==> src/rtl/pin_io_pkg.sv <==
// Shared definitions for the pin-echo fixture: bus widths and the capture FSM encoding.
package pin_io_pkg;
  localparam int PIN_W      = 6;
  localparam int DIG_W      = 12;
  localparam int MAX_LOG2_N = 6;

  typedef enum logic [1:0] {
    IDLE   = 2'd0,
    SETTLE = 2'd1,
    SAMPLE = 2'd2,
    DONE   = 2'd3
  } cap_state_t;
endpackage

==> src/rtl/pin_sync.sv <==
// Two-flop synchronizer for an asynchronous bus; shared by the capture and echo drive sides.
module pin_sync #(
  parameter int DATA_W = 6
) (
  input  logic              clk,
  input  logic              rst_n,
  input  logic [DATA_W-1:0] d,
  output logic [DATA_W-1:0] q
);
  logic [DATA_W-1:0] sync_p0;
  logic [DATA_W-1:0] sync_p1;

  always_ff @(posedge clk or negedge rst_n) begin
    if (!rst_n) begin
      sync_p0 <= '0;
      sync_p1 <= '0;
    end else begin
      sync_p0 <= d;
      sync_p1 <= sync_p0;
    end
  end

  assign q = sync_p1;
endmodule

==> src/rtl/pin_in_capture.sv <==
// Settles, then accumulates 2^LOG2_N synchronized pin samples into a 12-bit result with valid/ready.
// Build option: PIN_IN_CAPTURE_AVG_EN presents the mean (sum >> LOG2_N) instead of the raw sum.
module pin_in_capture
  import pin_io_pkg::*;
#(
  parameter int SETTLE_CYCLES = 16,
  parameter int SAMPLE_DIV    = 4,
  parameter int LOG2_N        = 6
) (
  input  logic             clk,
  input  logic             rst_n,
  input  logic             start,
  output logic             busy,
  input  logic [PIN_W-1:0] analog,
  output logic [DIG_W-1:0] digital,
  output logic             valid,
  input  logic             ready
);
  localparam int             LOG2_EFF    = (LOG2_N > MAX_LOG2_N) ? MAX_LOG2_N : LOG2_N;
  localparam logic [7:0]     SETTLE_LAST = 8'(SETTLE_CYCLES - 1);
  localparam logic [7:0]     DIV_LAST    = 8'(SAMPLE_DIV - 1);
  localparam logic [6:0]     N_SMP       = 7'(1 << LOG2_EFF);

  logic [PIN_W-1:0] analog_s;
  cap_state_t       state;
  logic [DIG_W-1:0] acc;
  logic [7:0]       settle_cnt;
  logic [7:0]       div_cnt;
  logic [6:0]       smp_cnt;
  logic [6:0]       smp_nxt;

  function automatic logic [DIG_W-1:0] scale_result(input logic [DIG_W-1:0] sum);
`ifdef PIN_IN_CAPTURE_AVG_EN
    return sum >> LOG2_EFF;
`else
    return sum;
`endif
  endfunction

  pin_sync #(.DATA_W(PIN_W)) u_sync (
    .clk   (clk),
    .rst_n (rst_n),
    .d     (analog),
    .q     (analog_s)
  );

  // Sample count including the one taken this cycle, so the last period ends exactly on N
  assign smp_nxt = smp_cnt + 7'(div_cnt == 8'd0);

  always_ff @(posedge clk or negedge rst_n) begin
    if (!rst_n) begin
      state      <= IDLE;
      busy       <= 1'b0;
      valid      <= 1'b0;
      digital    <= '0;
      acc        <= '0;
      settle_cnt <= '0;
      div_cnt    <= '0;
      smp_cnt    <= '0;
    end else begin
      unique case (state)
        IDLE: begin
          if (start) begin
            acc        <= '0;
            settle_cnt <= '0;
            div_cnt    <= '0;
            smp_cnt    <= '0;
            busy       <= 1'b1;
            state      <= (SETTLE_CYCLES == 0) ? SAMPLE : SETTLE;
          end
        end
        SETTLE: begin
          if (settle_cnt == SETTLE_LAST) begin
            state <= SAMPLE;
          end else begin
            settle_cnt <= settle_cnt + 8'd1;
          end
        end
        SAMPLE: begin
          if (div_cnt == 8'd0) begin
            acc     <= acc + DIG_W'(analog_s);
            smp_cnt <= smp_nxt;
          end
          if (div_cnt == DIV_LAST) begin
            div_cnt <= '0;
            if (smp_nxt == N_SMP) state <= DONE;
          end else begin
            div_cnt <= div_cnt + 8'd1;
          end
        end
        DONE: begin
          // Result is registered one cycle after entry; it then holds until the handshake
          if (!valid) begin
            valid   <= 1'b1;
            digital <= scale_result(acc);
          end else if (ready) begin
            valid <= 1'b0;
            busy  <= 1'b0;
            state <= IDLE;
          end
        end
        default: state <= IDLE;
      endcase
    end
  end
endmodule
==> config.mk <==
export PLATFORM = sky130hd
export DESIGN_NAME = pin_in_capture
export DESIGN_NICKNAME = d
export VERILOG_FILES = /design/src/rtl/pin_io_pkg.sv /design/src/rtl/pin_sync.sv /design/src/rtl/pin_in_capture.sv
export SDC_FILE = /design/constraint.sdc
export NUM_CORES = 1
export LEC_CHECK = 0
export CAP_MARGIN = 40
export CORE_MARGIN = 5
export CORE_UTILIZATION = 35
export CTS_BUF_LIST = sky130_fd_sc_hd__clkbuf_8
export DETAILED_ROUTE_END_ITERATION = 10
export DONT_BUFFER_PORTS = 1
export PLACE_DENSITY = 0.46
export SLEW_MARGIN = 5
export SYNTH_ARGS = -nofsm -noshare
export SYNTH_HDL_FRONTEND = slang
export SYNTH_HIERARCHICAL = 1
export SYNTH_SLANG_ARGS = --single-unit
==> constraint.sdc <==
create_clock -name clk -period 6.4 [get_ports clk]
set_clock_uncertainty 0.05 [all_clocks]
set_input_delay 0.96 -clock clk [delete_from_list [all_inputs] [get_ports clk]]
set_output_delay 0.96 -clock clk [all_outputs]
set_load 0.01 [all_outputs]
==> Word-level counts from Yosys, hierarchy flattened <==
Index checks and enable logic that the tools add are counted.
{ "word_totals": {"regBits": 63, "latch_bits": 0, "romBits": 0, "n_memories": 0, "elab_cells": 64, "ram_bits": 0, "inputBits": 10, "output_inout_bits": 14} }
{ "classes": {"n_mux": 24, "n_bitwise": 1, "n_reduce_logical": 11, "eq_ne": 14, "n_addsub": 4, "mul": 0, "div_mod_pow": 0, "order_cmp": 0, "shift": 0} }
{ "op_table": {"columns": ["operator", "n"], "rows": [
  ["one-hot mux 8 bit (2 select lines)", 2],
  ["2-to-1 mux 12 bit", 2],
  ["2-to-1 mux 8 bit", 3],
  ["one-hot mux 12 bit (2 select lines)", 1],
  ["adder 8 x 1 -> 8 bit, second input constant", 2],
  ["!= test 2 bit, second input constant", 8],
  ["2-to-1 mux 7 bit", 2],
  ["one-hot mux 7 bit (2 select lines)", 1],
  ["adder 12 x 6 -> 12 bit", 1],
  ["2-to-1 mux 2 bit", 6],
  ["== test 8 x 2 -> 1 bit, second input constant", 1],
  ["== test 8 x 4 -> 1 bit, second input constant", 1],
  ["zero test 8 bit", 1],
  ["one-hot mux 2 bit (4 select lines)", 1],
  ["adder 7 x 1 -> 7 bit", 1],
  ["== test 7 bit, second input constant", 1],
  ["AND reduction 3 bit", 2],
  ["AND reduction 6 bit", 1],
  ["nonzero test 2 bit", 3],
  ["2-to-1 mux 1 bit", 5],
  ["== test 2 bit, second input constant", 2],
  ["AND reduction 2 bit", 2],
  ["AND reduction 4 bit", 1],
  ["== test 2 x 1 -> 1 bit, second input constant", 1],
  ["other kinds (3)", 3]
]} }

==> Depth between registers and ports, before layout <==
Gate-level depths: netlist of the first run.
{ "depth": {"word_depth": 6, "ltp_mapped": 12, "ltp_nobuf": 11} }

==> Hierarchy <==
The synthesis of the first run kept the hierarchy.
{ "modules_own_cells": {"columns": ["mod", "seq_area_each_um2", "cells_each", "n_inst", "area_per_inst_um2"], "rows": [
  ["pin_in_capture", 1276.2, 316, 1, 2894.0],
  ["pin_sync", 300.3, 12, 1, 300.3]
]} }

==> Least setup slack after synthesis of the first run <==
OpenSTA, ideal clock, no wires.
{ "synth_path": {"path_type": "register to register", "from": "register div_cnt[4]", "to": "register state[1]", "setup_time_ns": 0.069, "path_stages_with_launch": 12, "slack_ns": 3.836, "t_arrival_ns": 2.445, "period_less_slack_ns": 2.564, "path_buffers": 1, "t_required_ns": 6.281, "path_cell_list": "dfrtp_1 > nor4_2 > nand3_2 > clkinv_2 > ha_1 > ha_1 > clkbuf_1 > xnor2_1 > nor4_1 > nor2_1 > or4_1 > nand3_1"} }
{ "synth_between": {"elab_chain_len": 5, "word_cells_on_any_way": 7, "classes_between": "1 x add/sub; 4 x eq/ne; 2 x reduce/logical"} }
{ "synth_lines": {"columns": ["item", "line_no", "text"], "rows": [
  ["start: declaration", "pin_in_capture.sv:28", "logic [7:0] div_cnt;"],
  ["start signal: assignment", "pin_in_capture.sv:88", "div_cnt <= div_cnt + 8'd1;"],
  ["zero test 8 bit", "pin_in_capture.sv:48", "assign smp_nxt = smp_cnt + 7'(div_cnt == 8'd0);"],
  ["adder 7 x 1 -> 7 bit", "pin_in_capture.sv:48", null],
  ["== test 7 bit", "pin_in_capture.sv:86", "if (smp_nxt == N_SMP) state <= DONE;"],
  ["!= test 2 bit (no line)", null, null],
  ["AND reduction 6 bit (no line) *", null, null],
  ["end signal: assignment", "pin_in_capture.sv:69", "state <= (SETTLE_CYCLES == 0) ? SAMPLE : SETTLE;"],
  ["end: declaration", "pin_in_capture.sv:25", "cap_state_t state;"]
]} }
Mark *: on every way between the ends. The rest lies on a longest branch, timed or not.
A chain may end at the register's enable or synchronous reset.

==> Final worst setup path of the first run <==
Same ends and word-level chain as after synthesis.

==> results of run 1 <==
[how the worst max path moves through the flow]
stage | slack [ps] | from | end
after floorplan | 3840 | div_cnt[4]$_DFFE_PN0P_ | state[1]$_DFFE_PN0P_
after global placement | 3730 | div_cnt[4]$_DFFE_PN0P_ | state[1]$_DFFE_PN0P_
after detailed placement | 3630 | div_cnt[4]$_DFFE_PN0P_ | state[1]$_DFFE_PN0P_
after CTS | 3590 | div_cnt[4]$_DFFE_PN0P_ | state[1]$_DFFE_PN0P_
after global routing | 3410 | div_cnt[4]$_DFFE_PN0P_ | state[1]$_DFFE_PN0P_
final | 3620 | div_cnt[4]$_DFFE_PN0P_ | state[1]$_DFFE_PN0P_
[worst register-to-register path, delay by kind of cell, from the launching register on]
kind | cells | cell delay, ps
simple gates | 6 | 1500
fa+ha+maj | 2 | 490
flops | 1 | 450
xor+xnor | 1 | 110
buf+inv | 1 | 110
[per-stage QoR]
stage / cells / area [sq um] / power (mW) / util [%] / setup slack [ps]
floorplan: 328 / 3190 / 0.607 / - / 3840
global placement: 429 / 3290 / 0.644 / 37.4 / 3730
detailed placement: 430 / 3300 / 0.646 / 37.5 / 3630
CTS: 446 / 3470 / 0.953 / 39.4 / 3590
global route: 446 / 3470 / 0.995 / 39.4 / 3410
finish: 446 / 3470 / 0.937 / 39.4 / 3620
[power breakdown]
group          switching (mW)  internal (mW)  total, mW  leakage [nW]
Clock                   0.162          0.137      0.299        0.0822
Combinational          0.0925         0.0759      0.168         0.703
Sequential             0.0351          0.435      0.470         0.798
Total                   0.290          0.647      0.937          1.58
[synthesized netlist by cell type (2+ instances only)]
cell type,number
or2_2,2
xor2_1,6
nor2b_1,3
a31oi_1,3
nor2_1,22
nand3_1,13
a22o_1,10
and3_1,3
mux2i_1,3
xnor2_1,6
a21oi_1,17
ha_1,15
mux2_2,3
o21bai_1,2
nand4_1,4
a211oi_1,2
nand2b_1,2
o21ai_0,25
nor3_1,6
or3_1,5
inv_1,10
o211ai_1,3
dfrtp_1,63
clkbuf_1,5
nor4_1,2
nand2_1,54
or4_1,7
a21o_1,4
o31ai_1,8
[kinds of logic after synthesis]
| logic type | Yosys count | synth area share (%) |
|---|---|---|
| DFF | 63 | 49.4 |
| AOI/OAI and AO/OA | 85 | 17.3 |
| and+or+nand+nor | 128 | 19.1 |
| muxes | 6 | 2.00 |
| buffers and inverters | 18 | 2.43 |
| xor gates and xnor gates | 12 | 3.29 |
| adders and majority gates | 16 | 6.50 |
[area by class of cell]
| type | instances | area (sq um) |
|---|---|---|
| clock buffers | 9 | 124 |
| multi-input cells | 247 | 1540 |
| flip-flops and latches | 63 | 1580 |
| well taps | 108 | 135 |
| fillers | 914 | 5340 |
| inverters | 11 | 42.5 |
| clock inverters | 7 | 41.3 |
| repair buffers | 1 | 7.51 |
[registers in the layout (all words and copies together) (netlist names)]
register / count
state: 2
digital: 12
settle_cnt: 8
valid: 1
u_sync/q: 6
smp_cnt: 7
acc: 12
u_sync/sync_p0: 6
busy: 1
div_cnt: 8
[routing by layer]
metal / share of wire (%) / global-route usage (%) / routed length (um) / up-vias
met5: 0 / 0 / 0 / -
met4: 1.9 / 5.55 / 130 / 0
met3: 3.0 / 2.93 / 205 / 11
met2: 43 / 19.5 / 2960 / 31
met1: 52 / 18.7 / 3580 / 1140
li1: - / - / - / 1192
==> reports/results.txt, run 1 <==
status -> finished clean
clk_lat worst skew -> 340 ps
crit path max fanout -> 7
total CTS buffers -> 9
GR Util All Layers -> 13.2%
Synth area leader -> dfrtp_1
Setup Viol. Count Final -> 0
critical path's slowest cell -> or4_1
Post-synth top flop -> dfrtp_1
setup bufs post-CTS -> 0
share of the synthesized area in the top cell type -> 49.4%
I/O Buffers -> 0
sequential area share after synthesis -> 49.4%
syn_area_per_cell -> 9.74 sq um
initial antenna violation count -> 0
post-synthesis async set-or-reset flop share -> 100%
clk buf depth -> 2
leakage -> 1.58 nW
Core Box Area -> 8810 sq um
most common cell after layout, fill and taps aside -> dfrtp_1
Slew Viols, Final -> 0
Iter 0 DRT Violations -> 125
first-pass GRT wire length -> 11.7 mm
worst rel slew slack -> 45.5%
Reg2Reg Setup Slack -> 3620 ps
cts hold-fix bufs -> 0
drt pass-1 iters -> 4
H-tree levels -> 3
crit path launch type -> flip-flop
Yosys Warn Count -> 6
grt total ovfl -> 0
RePlAce Congestion -> 0.748
RSZ-0062 raised after global routing -> no
Gate Count Post-Synth -> 328
Worst path depth -> 10
Critical Path Most Common Cell -> ha_1
Syn-to-layout area delta -> 8.54%
max-cap violations -> 0
Synth cell types -> 49
Post-CTS Resized -> 0
share of cells above drive strength 1 -> 8.28%
Worst Tran Pin Value -> 817 ps
PD cells -> 270 nW/um^2
Starting Density -> 36.3%
CTS tree -> yes
Seq cells post-synth -> 63
Worst Setup End Kind -> flip-flop
DRC viols -> 0
Min Hold Slack -> 261 ps
worst r2r src -> div_cnt[4]$_DFFE_PN0P_
Final Hold Viols -> 0
Ports -> 24
Post-synth EDFFs -> 0
clock root buffer -> clkbuf_8
final period utilization -> 43.4%
Setup CP Type -> flip-flop to flip-flop
arrival time at the worst endpoint -> 3010 ps
Final ANT Viol Nets -> 0
Max VDD drop -> 0.166 mV
# diodes -> 0
Nets -> 359
vias in the first global route -> 2,328
CP bufs+invs -> 1
Mapped Nets -> 354
vias after detailed routing -> 2,374
die height -> 106 um
largest net degree at the start of global routing -> 64
Worst-path clk slew -> 70 ps
mapped cell area -> 3190 sq um
Synth area leaders -> dfrtp_1 49%, nand2_1 6.3%, ha_1 5.9%, o21ai_0 3.9%, a22o_1 2.7%
r2r endpoint -> state[1]$_DFFE_PN0P_
clock tree sinks -> 63
Final min period -> 2780 ps
Cell Rows -> 34
drt total wl -> 6.87 mm
HP Class -> primary input to asynchronous set/reset pin
CP required -> 6630 ps
Critical Path, Cell by Cell -> nor4_2 > nand3_2 > clkinv_2 > ha_1 > ha_1 > xnor2_1 > nor4_1 > nor2_1 > or4_1 > nand3_1
DIE WIDTH -> 106 um
Critical Path Max Stage Delay -> 520 ps
Final HPWL DP -> 4.66 mm
die area -> 11,100 sq um
most frequent cells in the layout -> 63 x dfrtp_1, 54 x nand2_1, 25 x o21ai_0
FF-to-FF path depth -> 10
drt wl/cell -> 15.4 um
Setup TNS -> 0 ps
cell family with most CP delay -> simple AND/OR/NAND/NOR gates
Achievable Freq -> 0.360 GHz
Vias/cell -> 5.32
Note: power is estimated with default switching activity, not from simulation.
==> run 2: changes to the inputs <==
--- a/config.mk
+++ b/config.mk
@@ -11,7 +11,7 @@
 export CTS_BUF_LIST = sky130_fd_sc_hd__clkbuf_8
 export DETAILED_ROUTE_END_ITERATION = 10
 export DONT_BUFFER_PORTS = 1
-export PLACE_DENSITY = 0.46
+export PLACE_DENSITY = 0.48
 export SLEW_MARGIN = 5
 export SYNTH_ARGS = -nofsm -noshare
 export SYNTH_HDL_FRONTEND = slang
==> constraint.sdc (replaced) <==
create_clock -name clk -period 2.3 [get_ports clk]
set_clock_uncertainty 0.05 [all_clocks]
set_input_delay 0.345 -clock clk [delete_from_list [all_inputs] [get_ports clk]]
set_output_delay 0.345 -clock clk [all_outputs]
set_load 0.01 [all_outputs]
==> run 2 against run 1 <==
Against the previous run: the run now ends with negative setup slack left; design area grew 12%; critical path depth is the same; hold slack lost 100 ps; register-to-register slack lost 3600 ps; count of clock-buffer cells in the layout grew 1; non-clock buffer count grew 32; global-route usage grew 0.50 points; via count grew 5.1%; fmax grew 20%; die area is the same; flip-flop and latch count is the same; first-iteration DRC count shrank 25%; critical path type unchanged; critical endpoint unchanged; highest routed layer unchanged.
==> reports/results.txt, run 2 (same netlist as run 1, synthesis figures left out) <==
status -> finished with violations
failing checks -> negative setup slack
max-cap violations -> 0
# diodes -> 0
area of the multi-input gates -> 1630 sq um
PD cells -> 735 nW/um^2
Vias/cell -> 5.22
register area -> 1580 sq um
Ports -> 24
drt pass-1 iters -> 5
Worst Setup End Kind -> flip-flop
clk_lat worst skew -> 340 ps
biggest regs -> acc: 12 flops, digital: 12 flops
Worst-path clk slew -> 80 ps
Iter 0 DRT Violations -> 94
Setup CP Type -> flip-flop to flip-flop
die height -> 106 um
worst rel slew slack -> 45.7%
Critical Path Most Common Cell -> ha_4
Cell Rows -> 34
RePlAce Congestion -> 0.772
switching share of power -> 30.3%
drt wl/cell -> 14.8 um
most common cell after layout, fill and taps aside -> dfrtp_1
vias in the first global route -> 2,513
most frequent cells in the layout -> 62 x dfrtp_1, 53 x nand2_1, 25 x o21ai_0, 25 x buf_4, 22 x nor2_1
Nets -> 391
Core Box Area -> 8810 sq um
DRC viols -> 0
RSZ-0062 raised after global routing -> yes
clock tree sinks -> 63
largest net degree at the start of global routing -> 64
Worst Tran Pin Value -> 812 ps
Setup WS pre-CTS -> -65.1 ps
met2 wire len -> 3.16 mm
met3 wire len -> 265 um
clk buf depth -> 2
Final ANT Viol Nets -> 0
Hold Startpoint -> start
Top Metal Used -> met4
CP startpoint -> div_cnt[5]$_DFFE_PN0P_
CP required -> 2530 ps
HP Class -> primary input to flip-flop
vias after detailed routing -> 2,496
initial antenna violation count -> 0
crit path max fanout -> 5
Max VDD drop -> 0.413 mV
H-tree levels -> 3
Final min period -> 2320 ps
Starting Density -> 36.3%
total CTS buffers -> 9
critical path's slowest cell -> or4_1
met1 wire length -> 3.57 mm
final period utilization -> 101%
Final HPWL DP -> 4.85 mm
first-pass GRT wire length -> 12.4 mm
arrival time at the worst endpoint -> 2550 ps
Setup Viol. Count Final -> 1
sequential share of power -> 45.8%
DIE WIDTH -> 106 um
CTS tree -> yes
Slew Viols, Final -> 0
Critical Path Max Stage Delay -> 500 ps
Int Pwr -> 1.99 mW
grt total ovfl -> 0
worst r2r src -> div_cnt[5]$_DFFE_PN0P_
GR Util All Layers -> 13.7%
Achievable Freq -> 0.431 GHz
sw power -> 0.865 mW
Final Hold Viols -> 0
drt total wl -> 7.06 mm
I/O Buffers -> 0
crit path launch type -> flip-flop
clock root buffer -> clkbuf_8
die area -> 11,100 sq um
leakage -> 1.75 nW
Final Power -> 2.85 mW
clock power share -> 35.2%
cell family with most CP delay -> simple AND/OR/NAND/NOR gates
share of cells above drive strength 1 -> 18.1%
Setup TNS -> -18.7 ps
PnR worst setup slack -> -18.7 ps
Critical Path, Cell by Cell -> nor4_4 > nand3_4 > clkinv_4 > ha_4 > ha_4 > and2_4 > a21oi_2 > o22a_1 > or4_1 > nand3_1
CP bufs+invs -> 1
Fillers -> 872
Syn-to-layout area delta -> 21.7%
power share of the combinational group -> 19.0%
run 2: changes by cell type in the layout (fill, tap and decap cells not counted), moves of 3 or more:
cell           change
ha_1               -3
buf_4             +24
clkinv_2           -4
dlygate4sd3_1      +7
clkinv_4           +3
run 2: path summary, 6_finish.rpt:
check                                                  to  slack (ps)  depth (start not counted)
worst max-delay path                 state[1]$_DFFE_PN0P_         -20                         10
worst min-delay path                     busy$_DFFE_PN0P_         160                          2
worst max register to register       state[1]$_DFFE_PN0P_         -20                         10
worst min register to register      u_sync/q[2]$_DFF_PN0_         300                          0
max in group asynchronous          smp_cnt[4]$_DFFE_PN0P_        1430                          2
min in group asynchronous       settle_cnt[2]$_DFFE_PN0P_         510                          2
run 2: stage by stage:
step | instances | cell area (sq um) | hold WS [ps] | utilization, %
2_1_floorplan | 328 | 3270 | -0.591 | -
3_3_place_gp | 451 | 3530 | 1.46 | 40.1
3_5_place_dp | 451 | 3530 | 1.37 | 40.1
4_1_cts | 478 | 3860 | 153 | 43.8
5_1_grt | 478 | 3890 | 181 | 44.1
6_report | 478 | 3890 | 159 | 44.1
run 2: metal layers:
metal  vias to the layer above  GRT usage [%]
met5                         -              0
met4                         0           3.61
met3                         7           4.16
met2                        37           21.5
met1                      1191           18.6
li1                       1261              -
run 2: cell type report:
cell class | count | share of cell area, %
well taps | 108 | 3.48
multi-input cells | 247 | 42.0
flip-flops and latches | 63 | 40.6
clock buffers | 10 | 3.54
repair buffers | 33 | 7.34
clock inverters | 6 | 1.80
inverters | 11 | 1.19
run 2: what timing repair did:
item	in CTS	in global routing
hold buffers	8	0
pin swaps	5	2
buffers inserted	3	0
endpoints found under the hold margin	69	0
endpoints found under the setup margin	2	5
gates resized for setup	2	5
run 2: worst register-to-register path: stages, from the launching register on:
cell and delay, ps:
dfrtp_1 410, nor4_4 360, nand3_4 120, clkinv_4 60
ha_4 130, ha_4 160, and2_4 140, a21oi_2 40
o22a_1 190, or4_1 500, nand3_1 80
run 2: power groups by stage:
stage               Sequential [mW]  Clock, mW  Combinational [mW]
global route                   1.32       1.09               0.625
floorplan                      1.30          0               0.388
finish                         1.31       1.00               0.544
CTS                            1.31       1.04               0.540
detailed placement             1.33          0               0.497
global placement               1.33          0               0.488
==> run 3: changes to the inputs <==
--- a/config.mk
+++ b/config.mk
@@ -12,6 +12,7 @@
 export DETAILED_ROUTE_END_ITERATION = 10
 export DONT_BUFFER_PORTS = 1
 export PLACE_DENSITY = 0.48
+export SKIP_LAST_GASP = 1
 export SLEW_MARGIN = 5
 export SYNTH_ARGS = -nofsm -noshare
 export SYNTH_HDL_FRONTEND = slang
==> run 3 against run 2 <==
Against the previous run: the flow still finishes with violations (negative setup slack); core utilization hardly changed; count of clock-buffer cells in the layout stayed put; worst setup slack better by 13 ps; global-route usage hardly changed; register-to-register slack hardly changed; routed wire length hardly changed; hold slack better by 0.75 ps; via count stayed put; design area hardly changed; flip-flop and latch count stayed put; fmax is 0.55% higher; clock power hardly changed; largest power group unchanged.
==> reports/results.txt, run 3 (same netlist as run 1, synthesis figures left out) <==
Syn-to-layout area delta -> 21.8%
clock tree sinks -> 63
Max VDD drop -> 0.414 mV
Hold Startpoint -> start
Starting Density -> 36.3%
Final Hold Viols -> 0
most frequent cells in the layout -> 62 x dfrtp_1, 53 x nand2_1, 26 x buf_4
clk_lat worst skew -> 340 ps
Final min period -> 2310 ps
status -> finished with violations
Setup Viol. Count Final -> 1
clock root buffer -> clkbuf_8
FF-to-FF path depth -> 10
Vias/cell -> 5.21
PnR worst setup slack -> -5.97 ps
# diodes -> 0
vias in the first global route -> 2,509
I/O Buffers -> 0
clk buf depth -> 2
grt total ovfl -> 0
RSZ-0062 raised after global routing -> yes
Worst path depth -> 10
first-pass GRT wire length -> 12.4 mm
CTS tree -> yes
Iter 0 DRT Violations -> 86
total CTS buffers -> 9
Final ANT Viol Nets -> 0
crit path max fanout -> 5
GR Util All Layers -> 13.7%
Final Non-Filler Cells -> 479
Worst Setup End Kind -> flip-flop
largest net degree at the start of global routing -> 64
final core occ -> 44.2%
CP bufs+invs -> 1
CP required -> 2530 ps
Critical Path Most Common Cell -> ha_4
die area -> 11,100 sq um
H-tree levels -> 3
Cell Rows -> 34
Worst Tran Pin Value -> 810 ps
drt wl/cell -> 14.7 um
Final HPWL DP -> 4.85 mm
cell family with most CP delay -> simple AND/OR/NAND/NOR gates
HP Class -> primary input to flip-flop
Setup CP Type -> flip-flop to flip-flop
vias after detailed routing -> 2,496
DIE WIDTH -> 106 um
share of cells above drive strength 1 -> 18.1%
Ports -> 24
RePlAce Congestion -> 0.772
critical path's slowest cell -> or4_1
Final Power -> 2.85 mW
Nets -> 392
failing checks -> negative setup slack
Critical Path, Cell by Cell -> nor4_4 > nand3_4 > clkinv_4 > ha_4 > ha_4 > and2_4 > a21oi_1 > o22a_1 > or4_1 > nand3_1
Achievable Freq -> 0.434 GHz
PD cells -> 733 nW/um^2
leakage -> 1.76 nW
crit path launch type -> flip-flop
Slew Viols, Final -> 0
worst hold path cell count -> 2
worst rel slew slack -> 45.9%
arrival time at the worst endpoint -> 2530 ps
drt total wl -> 7.06 mm
die height -> 106 um
biggest regs -> acc: 12 flops, digital: 12 flops
Worst-path clk slew -> 80 ps
most common cell after layout, fill and taps aside -> dfrtp_1
max-cap violations -> 0
CP startpoint -> div_cnt[5]$_DFFE_PN0P_
initial antenna violation count -> 0
final period utilization -> 100%
placed cell count -> 451
drt pass-1 iters -> 4
Core Box Area -> 8810 sq um
DRC viols -> 0
Critical Path Max Stage Delay -> 500 ps
Min Hold Slack -> 160 ps
worst r2r src -> div_cnt[5]$_DFFE_PN0P_
-- run 3: where the power goes --
group          internal, mW  switching [mW]
logic                 0.247           0.295
clock network         0.533           0.471
registers              1.21          0.0984
-- run 3: worst reg2reg max path, delay by kind of cell, from the launching register on --
kind,cells,cell delay (ps)
AND/OR/NAND/NOR,5,1190
AO/OA/AOI/OAI,2,240
buffers and inverters,1,60
adder cells (fa/ha/maj),2,280
flip-flops,1,410
-- run 3: per-layer routing --
metal | GRT usage [%] | wire length, um | vias to the layer above
met3 | 4.16 | 248 | 5
met4 | 3.61 | 67 | 0
met5 | 0 | 0 | -
met2 | 21.4 | 3170 | 37
met1 | 18.5 | 3580 | 1191
li1 | - | - | 1263
-- run 3: repair_timing --
item | 4_1_cts | 5_1_grt
cloned | 0 | 0
pin swaps | 5 | 1
hold endpoints to repair | 69 | 0
buffers inserted | 3 | 1
gates resized for setup | 1 | 5
hold buffers | 8 | 0
endpoints found under the setup margin | 2 | 5
-- run 3: metrics by stage --
stage | area [sq um] | TNS (ps) | worst slack, ps
detailed placement | 3530 | -81.4 | -65.1
global route | 3890 | -173 | -126
floorplan | 3270 | -74.5 | -74.5
CTS | 3860 | -37.3 | -37.3
finish | 3890 | -5.97 | -5.97
global placement | 3530 | -5.34 | -5.34
-- run 3: area by class of cell --
class,count,area (sq um)
clock inverter,6,70.1
multi-input combinational,247,1630
fill,872,4920
timing repair buffer,34,293
clock buffer,10,138
inverter,11,46.3
tap,108,135
sequential,63,1580
-- run 3: worst paths after layout --
check	end	slack, ps
max	state[1]$_DFFE_PN0P_	-6
min	busy$_DFFE_PN0P_	160
max reg2reg	state[1]$_DFFE_PN0P_	-6
min reg2reg	u_sync/q[2]$_DFF_PN0_	300
max in group asynchronous	div_cnt[3]$_DFFE_PN0P_	1430
min in group asynchronous	settle_cnt[2]$_DFFE_PN0P_	510
